===== config.mk =====
export PLATFORM = sky130hd
export DESIGN_NAME = pc_apparatus
export DESIGN_NICKNAME = d
export VERILOG_FILES = /design/src/rtl/pc_apparatus_pkg.sv /design/src/rtl/pc_apparatus_next_mux.sv /design/src/rtl/pc_apparatus.sv
export SDC_FILE = /design/constraint.sdc
export NUM_CORES = 1
export LEC_CHECK = 0
export BUFFER_PORTS_ARGS = -buffer_cell sky130_fd_sc_hd__buf_2
export CORE_ASPECT_RATIO = 0.6
export CORE_UTILIZATION = 45
export CTS_BUF_LIST = sky130_fd_sc_hd__clkbuf_8
export CTS_CLUSTER_DIAMETER = 30
export DETAILED_ROUTE_END_ITERATION = 6
export PLACE_DENSITY = 0.65
export RECOVER_POWER = 50
export SYNTH_ARGS = -nofsm -noshare
export SYNTH_HDL_FRONTEND = slang
export SYNTH_HIERARCHICAL = 1
export SYNTH_SLANG_ARGS = --single-unit

===== constraint.sdc =====
create_clock -name clk -period 4.2 [get_ports clk]
set_input_delay 0.21 -clock clk [delete_from_list [all_inputs] [get_ports clk]]
set_output_delay 0.21 -clock clk [all_outputs]
set_load 0.01 [all_outputs]

===== src/rtl/pc_apparatus_pkg.sv =====
// Shared definitions for the fetch-stage program counter.
// Holds the next-PC select encodings used by pc_next_mux and its drivers.
package pc_apparatus_pkg;

    localparam int unsigned PCSEL_W = 2;

    // Next-PC source select; the reserved code behaves like sequential fetch.
    typedef enum logic [PCSEL_W-1:0] {
        PCSEL_PCPLUSFOUR = 2'b00,
        PCSEL_PCOFFSET   = 2'b01,
        PCSEL_REGOFFSET  = 2'b10,
        PCSEL_RESERVED   = 2'b11
    } pcsel_e;

endpackage


===== src/rtl/pc_apparatus_next_mux.sv =====
// pc_next_mux: combinational next-PC selection.
// Ports:
//   pc     - current PC
//   cmp    - branch condition (1 = taken); only consulted for PCOFFSET
//   imm    - sign-extended word offset, scaled by 4 here
//   pcSel  - next-PC source select (pcsel_e encoding)
//   reg1   - base register for register-relative jumps
//   nextPc - selected next PC
module pc_next_mux
    import pc_apparatus_pkg::*;
#(
    parameter int unsigned DBITS = 32
) (
    input  logic [DBITS-1:0]   pc,
    input  logic               cmp,
    input  logic [DBITS-1:0]   imm,
    input  logic [PCSEL_W-1:0] pcSel,
    input  logic [DBITS-1:0]   reg1,
    output logic [DBITS-1:0]   nextPc
);

    logic [DBITS-1:0] pcPlus4;
    logic [DBITS-1:0] immOff;

    // Word offset to byte offset; bits shifted past the top are dropped.
    assign pcPlus4 = pc + DBITS'(4);
    assign immOff  = {imm[DBITS-3:0], 2'b00};

    // cmp is only looked at inside the PCOFFSET arm so an unknown cmp
    // cannot leak into the other selections.
    always_comb begin
        nextPc = pcPlus4;
        case (pcsel_e'(pcSel))
            PCSEL_PCOFFSET: begin
                if (cmp == 1'b1) begin
                    nextPc = pcPlus4 + immOff;
                end
            end
            PCSEL_REGOFFSET: nextPc = reg1 + immOff;
            default:         nextPc = pcPlus4;
        endcase
    end

endmodule


===== src/rtl/pc_apparatus.sv =====
// pc_apparatus: fetch-stage program-counter register.
// Ports:
//   clk    - system clock, rising edge
//   reset  - asynchronous active-high reset, loads START_PC
//   cmp    - branch condition from the comparator
//   imm    - sign-extended word offset
//   pcSel  - next-PC source select
//   reg1   - base register for register-relative jumps
//   pcOut  - current PC, straight from the register
module pc_apparatus
    import pc_apparatus_pkg::*;
#(
    parameter int unsigned     DBITS    = 32,
    parameter logic [DBITS-1:0] START_PC = DBITS'(64)
) (
    input  logic               clk,
    input  logic               reset,
    input  logic               cmp,
    input  logic [DBITS-1:0]   imm,
    input  logic [PCSEL_W-1:0] pcSel,
    input  logic [DBITS-1:0]   reg1,
    output logic [DBITS-1:0]   pcOut
);

    logic [DBITS-1:0] pc;
    logic [DBITS-1:0] nextPc;

    pc_next_mux #(
        .DBITS (DBITS)
    ) u_next_mux (
        .pc     (pc),
        .cmp    (cmp),
        .imm    (imm),
        .pcSel  (pcSel),
        .reg1   (reg1),
        .nextPc (nextPc)
    );

    // PC register; reset wins over the clock.
    always_ff @(posedge clk or posedge reset) begin
        if (reset) begin
            pc <= START_PC;
        end else begin
            pc <= nextPc;
        end
    end

    assign pcOut = pc;

endmodule


# Word-level counts from Yosys, hierarchy flattened

Index checks and enable logic that the tools add are counted.
Widths: inputs -> output; s select.

Output and inout bits: 32
Input port bits: 69
Register bits after elaboration: 32
Word-level logic and storage cells: 8

Equality and inequality tests: 2
Mux-type cells: 2
$add $sub $neg: 3

Operators by type and width:

| kind                  | count |
|---|---|
| $add 32x32->32        | 2 |
| $pmux 32 s2           | 1 |
| $add 32x3->32 const B | 1 |
| $mux 32               | 1 |
| $eq 2x1->1 const B    | 1 |
| $eq 2x2->1 const B    | 1 |

# Longest topological paths before layout

Depth in word-level cells: 4
Mapped depth: 17
Gate-level depth less buffers: 17

# Cells and area by module

Netlist, hierarchy kept.

By module, submodules not included:

| module       | cells an instance | times used | seq. area each (µm²) | area an instance (µm²) |
|---|---|---|---|---|
| pc_next_mux  | 583               | 1          | 0.0                  | 4108.9 |
| pc_apparatus | 33                | 1          | 802.0                | 805.8 |

# Least setup slack after synthesis

No wires, ideal clock.

Path type: register to register
Start: reg pc[6], in the netlist pcOut[6]
End: reg pc[31], in the netlist pcOut[31]
Setup slack: 0.790 ns
Period minus slack after synthesis: 3.410 ns
Required time: 4.074 ns
Data arrival time: 3.284 ns
Library setup time: 0.126 ns
Path buffers: 1
Cell stages (with the launch flop): 17
Path through: dfstp_2 -> and3_1 -> and3_1 -> and2_1 -> and3_1 -> and2_1 -> nand4_1 -> xnor2_1 -> ha_1 -> clkbuf_1 -> nand2_1 -> nor2_1 -> and3_1 -> a221oi_1 -> o21bai_1 -> a31oi_1 -> a221o_1

Word-level cells in the longest chain between the ends: 4

RTL lines:

| element                | RTL line                    | source |
|---|---|---|
| start, declared        | pc_apparatus.sv:25          | `logic [DBITS-1:0] pc;` |
| start signal, assigned | pc_apparatus.sv:44          | `pc <= nextPc;` |
| $add 32x3->32 *        | pc_apparatus_next_mux.sv:26 | `assign pcPlus4 = pc + DBITS'(4);` |
| $add 32x32->32         | pc_apparatus_next_mux.sv:36 | `nextPc = pcPlus4 + immOff;` |
| $mux 32                | pc_apparatus_next_mux.sv:35 | `if (cmp == 1'b1) begin` |
| $pmux 32 s2 *          | pc_apparatus_next_mux.sv:33 | `case (pcsel_e'(pcSel))` |
| named net nextPc[31]   | pc_apparatus.sv:26          | `logic [DBITS-1:0] nextPc;` |

The timed path passes the listed nets; every way through them passes the cells marked *.

# Worst setup path in the final report

Start: reg pc[6], in the netlist pcOut[6]
End: reg pc[30], in the netlist pcOut[30]

The elaborated chain is that of the path after synthesis.

==> impl_metrics.env <==
export IMPL_status="finished with violations"
export IMPL_violations="max-capacitance violations, max-slew violations"
export IMPL_finalSetupViolations=0
export IMPL_drt_iter0_drc=477
export IMPL_cp_end_kind="register"
export IMPL_drv_slew=33
export IMPL_cts_tree="done"
export IMPL_portBuffers=98
export IMPL_post_route_period_util_pct=95.9
export IMPL_ys_top_cells_by_area="ha_1 17%, dfrtp_1 16%, xnor2_1 8.6%"
export IMPL_wl_um=15300
export IMPL_io_pins=101
export IMPL_placedCellCount=838
export IMPL_critPathKind="reg -> reg"
export IMPL_p_switching_w=0.00104
export IMPL_crit_arrival_ns=4.17
export IMPL_yosys_warnings=6
export IMPL_drc=0
export IMPL_cap_violations=1
export IMPL_grt_ovfl_total=0
export IMPL_syn_nets=752
export IMPL_core_sq_mm=0.0106
export IMPL_h_tree_depth=2
export IMPL_combinationalPowerShare_pct=63.4
export IMPL_ys_dominant_reg_cell="dfrtp_1"
export IMPL_min_period_ns=4.03
export IMPL_yosys_area_top_type_share_pct=16.5
export IMPL_power_density_mw_per_mm2=387
export IMPL_reg2reg_slack_ns=0.17
export IMPL_tightestPinTransition_ns=1.92
export IMPL_r2r_cells=14
export IMPL_fin_skew_ns=0.0128
export IMPL_fp_dieH_um=83.0
export IMPL_clkPwrFrac_pct=14.2
export IMPL_synth_area_sq_mm=0.00491
export IMPL_r2r_end="pcOut[30]$_DFF_PP0_"
export IMPL_grt_pass1_wl_um=24300
export IMPL_finalWorstSetupSlack_ns=0.171
export IMPL_avgSynthCellArea_sq_um=7.98
export IMPL_firstDrtPassIters=6
export IMPL_synth_top_area_cell="ha_1"
export IMPL_fmax_mhz=248
export IMPL_p_sw_share_pct=47.6
export IMPL_clk_pin_slew_worst_paths_ns=0.08
export IMPL_cp_required_ns=4.34
export IMPL_rsz0062_at_grt="false"
export IMPL_grt_max_degree=33
export IMPL_largest_reg_flops=32
export IMPL_grt_usage_pct=27.4
export IMPL_cp_max_fo=6
export IMPL_grt_pass1_vias=4697
export IMPL_initial_core_util_pct=46.4
export IMPL_synth_edf_count=0
export IMPL_die_area_sq_mm=0.0114
export IMPL_crit_path_end="pcOut[30]$_DFF_PP0_"
export IMPL_syn_instance_count=616
export IMPL_clock_sinks=32
export IMPL_antenna_found_initial=0
export IMPL_pre_cts_ws_ns=0.322
export IMPL_fin_nets=842
export IMPL_via_per_inst=6.11
export IMPL_cts_root_buf="clkbuf_8"
export IMPL_cts_made_buffers=5
export IMPL_vias=5168
export IMPL_die_x_um=137
export IMPL_num_antenna_cells=0
export IMPL_hold_viol=0
export IMPL_ys_seq_area_share_pct=16.3
export IMPL_min_path_type="in -> reg"
export IMPL_insertion_delay_ns=0.30
export IMPL_irDropWorstVdd_v=0.000211
export IMPL_areaGrowthSynthToFinish_pct=14.9
export IMPL_postPlaceCellArea_sq_mm=0.00554
export IMPL_synth_ff_latch_count=32
export IMPL_fin_cells=846
export IMPL_ys_types=60
export IMPL_reg2reg_from="pcOut[6]$_DFF_PP1_"
export IMPL_p_int_w=0.00115
export IMPL_synthArstFlopShare_pct=100
export IMPL_drtAntennaViolNets=0
export IMPL_final_cell_area_sq_mm=0.00565
export IMPL_cts_buffer_depth=2
export IMPL_setup_worst_path_start_class="register"
export IMPL_tns_ns=0
export IMPL_post_cts_setup_buffers=0
export IMPL_dp_final_hpwl_um=12300
export IMPL_power_frac_seq_pct=22.4
export IMPL_routabilityCongestion=0.940
export IMPL_p_leak_nw=2.69
export IMPL_wl_per_cell_um=18.1
export IMPL_row_count=29
export IMPL_slew_headroom_pct=-27.7
export IMPL_finalPower_w=0.00219
export IMPL_setup_worst_path_start="pcOut[6]$_DFF_PP1_"
export IMPL_drive_above_1_share_pct=15.6
export IMPL_cts_hold_buf=0
==> power by group through the flow <==
stage | registers [W] | logic, W | clock network, W
2_1_floorplan | 0.000501 | 0.000957 | 0
3_3_place_gp | 0.000487 | 0.00132 | 0
3_5_place_dp | 0.000491 | 0.00135 | 0
4_1_cts | 0.000485 | 0.00136 | 0.000317
5_1_grt | 0.000500 | 0.00152 | 0.000330
6_report | 0.000489 | 0.00139 | 0.000311
==> routing by layer <==
layer | vias to the layer above | part of all wire [%] | global-route usage [%]
met2 | 253 | 39 | 38.3
met1 | 2397 | 51 | 43.9
met5 | - | 0 | 0
li1 | 2497 | - | -
met3 | 21 | 9.2 | 4.70
met4 | 0 | 0.84 | 2.80
==> final cells by class <==
type | count | area, sq um
fillers | 1066 | 4950
multi-input cells | 542 | 3970
flip-flops and latches | 32 | 802
repair buffers | 103 | 504
well taps | 139 | 174
inverters | 22 | 82.6
clock buffers | 5 | 68.8
clock inverters | 3 | 42.5
==> placed cells by master, fill, tap and decap left out, drive strengths merged, types with 28 or more instances in the layout <==
master	instances
xnor2	48
buf	86
nand2	53
a21oi	50
nor2	31
a21o	31
dfrtp	31
xor2	28
o21ai	58
ha	65
==> cell families (layout without fill, tap and decap cells) <==
family          Yosys count  in the layout  share of synthesized area, %
fa+ha+maj                67             67                          17.4
flops                    32             32                          16.3
mux                       3              3                         0.611
simple gates            166            166                          16.7
buf+inv                  42            133                          3.26
compound gates          230            230                          32.2
xor+xnor                 76             76                          13.5
==> cell usage after synthesis (16+ instances only) <==
cell type and number:
dfrtp_1 31, nand2_1 52, ha_1 65, and3_1 18
a22oi_1 16, a21oi_1 50, o21ai_0 34, clkbuf_1 17
a21o_1 31, o21ai_1 22, inv_1 22, xnor2_1 48
nor2_1 31, xor2_1 28, nand3_1 21
==> stage by stage <==
stage,hold slack (ns),utilization (%)
detailed placement,0.346,52.3
global route,0.125,53.3
CTS,0.0226,53.3
floorplan,0.325,-
finish,0.127,53.3
global placement,0.329,52.3
==> worst min-delay path by stage <==
stage	startpoint	endpoint	slack, ns	cells past startpoint
2_1_floorplan	reset	pcOut[0]$_DFF_PP0_	0.33	1
3_3_place_gp	reset	pcOut[1]$_DFF_PP0_	0.33	3
3_5_place_dp	reset	pcOut[1]$_DFF_PP0_	0.35	3
4_1_cts	reset	pcOut[1]$_DFF_PP0_	0.02	3
5_1_grt	reg1[1]	pcOut[1]$_DFF_PP0_	0.12	2
6_report	reg1[0]	pcOut[0]$_DFF_PP0_	0.13	2
==> what timing repair did <==
item / 4_1_cts / 5_1_grt
resized for setup: 0 / 3
endpoints found under the setup margin: 0 / 2
hold endpoints to repair: 0 / 0
==> critical path, stage by stage, from the launching register on <==
cell	delay, ns
dfstp_2	0.55
and3_1	0.20
and4_1	0.38
nand3_1	0.14
xnor2_1	0.37
ha_1	0.37
a21oi_1	0.20
o21ai_1	0.10
a21o_1	0.19
a21oi_1	0.22
o21ai_0	0.12
a41oi_1	0.29
o21a_1	0.33
mux2i_1	0.28
o32ai_1	0.12
No activity file was read; power rests on OpenSTA's default activity.
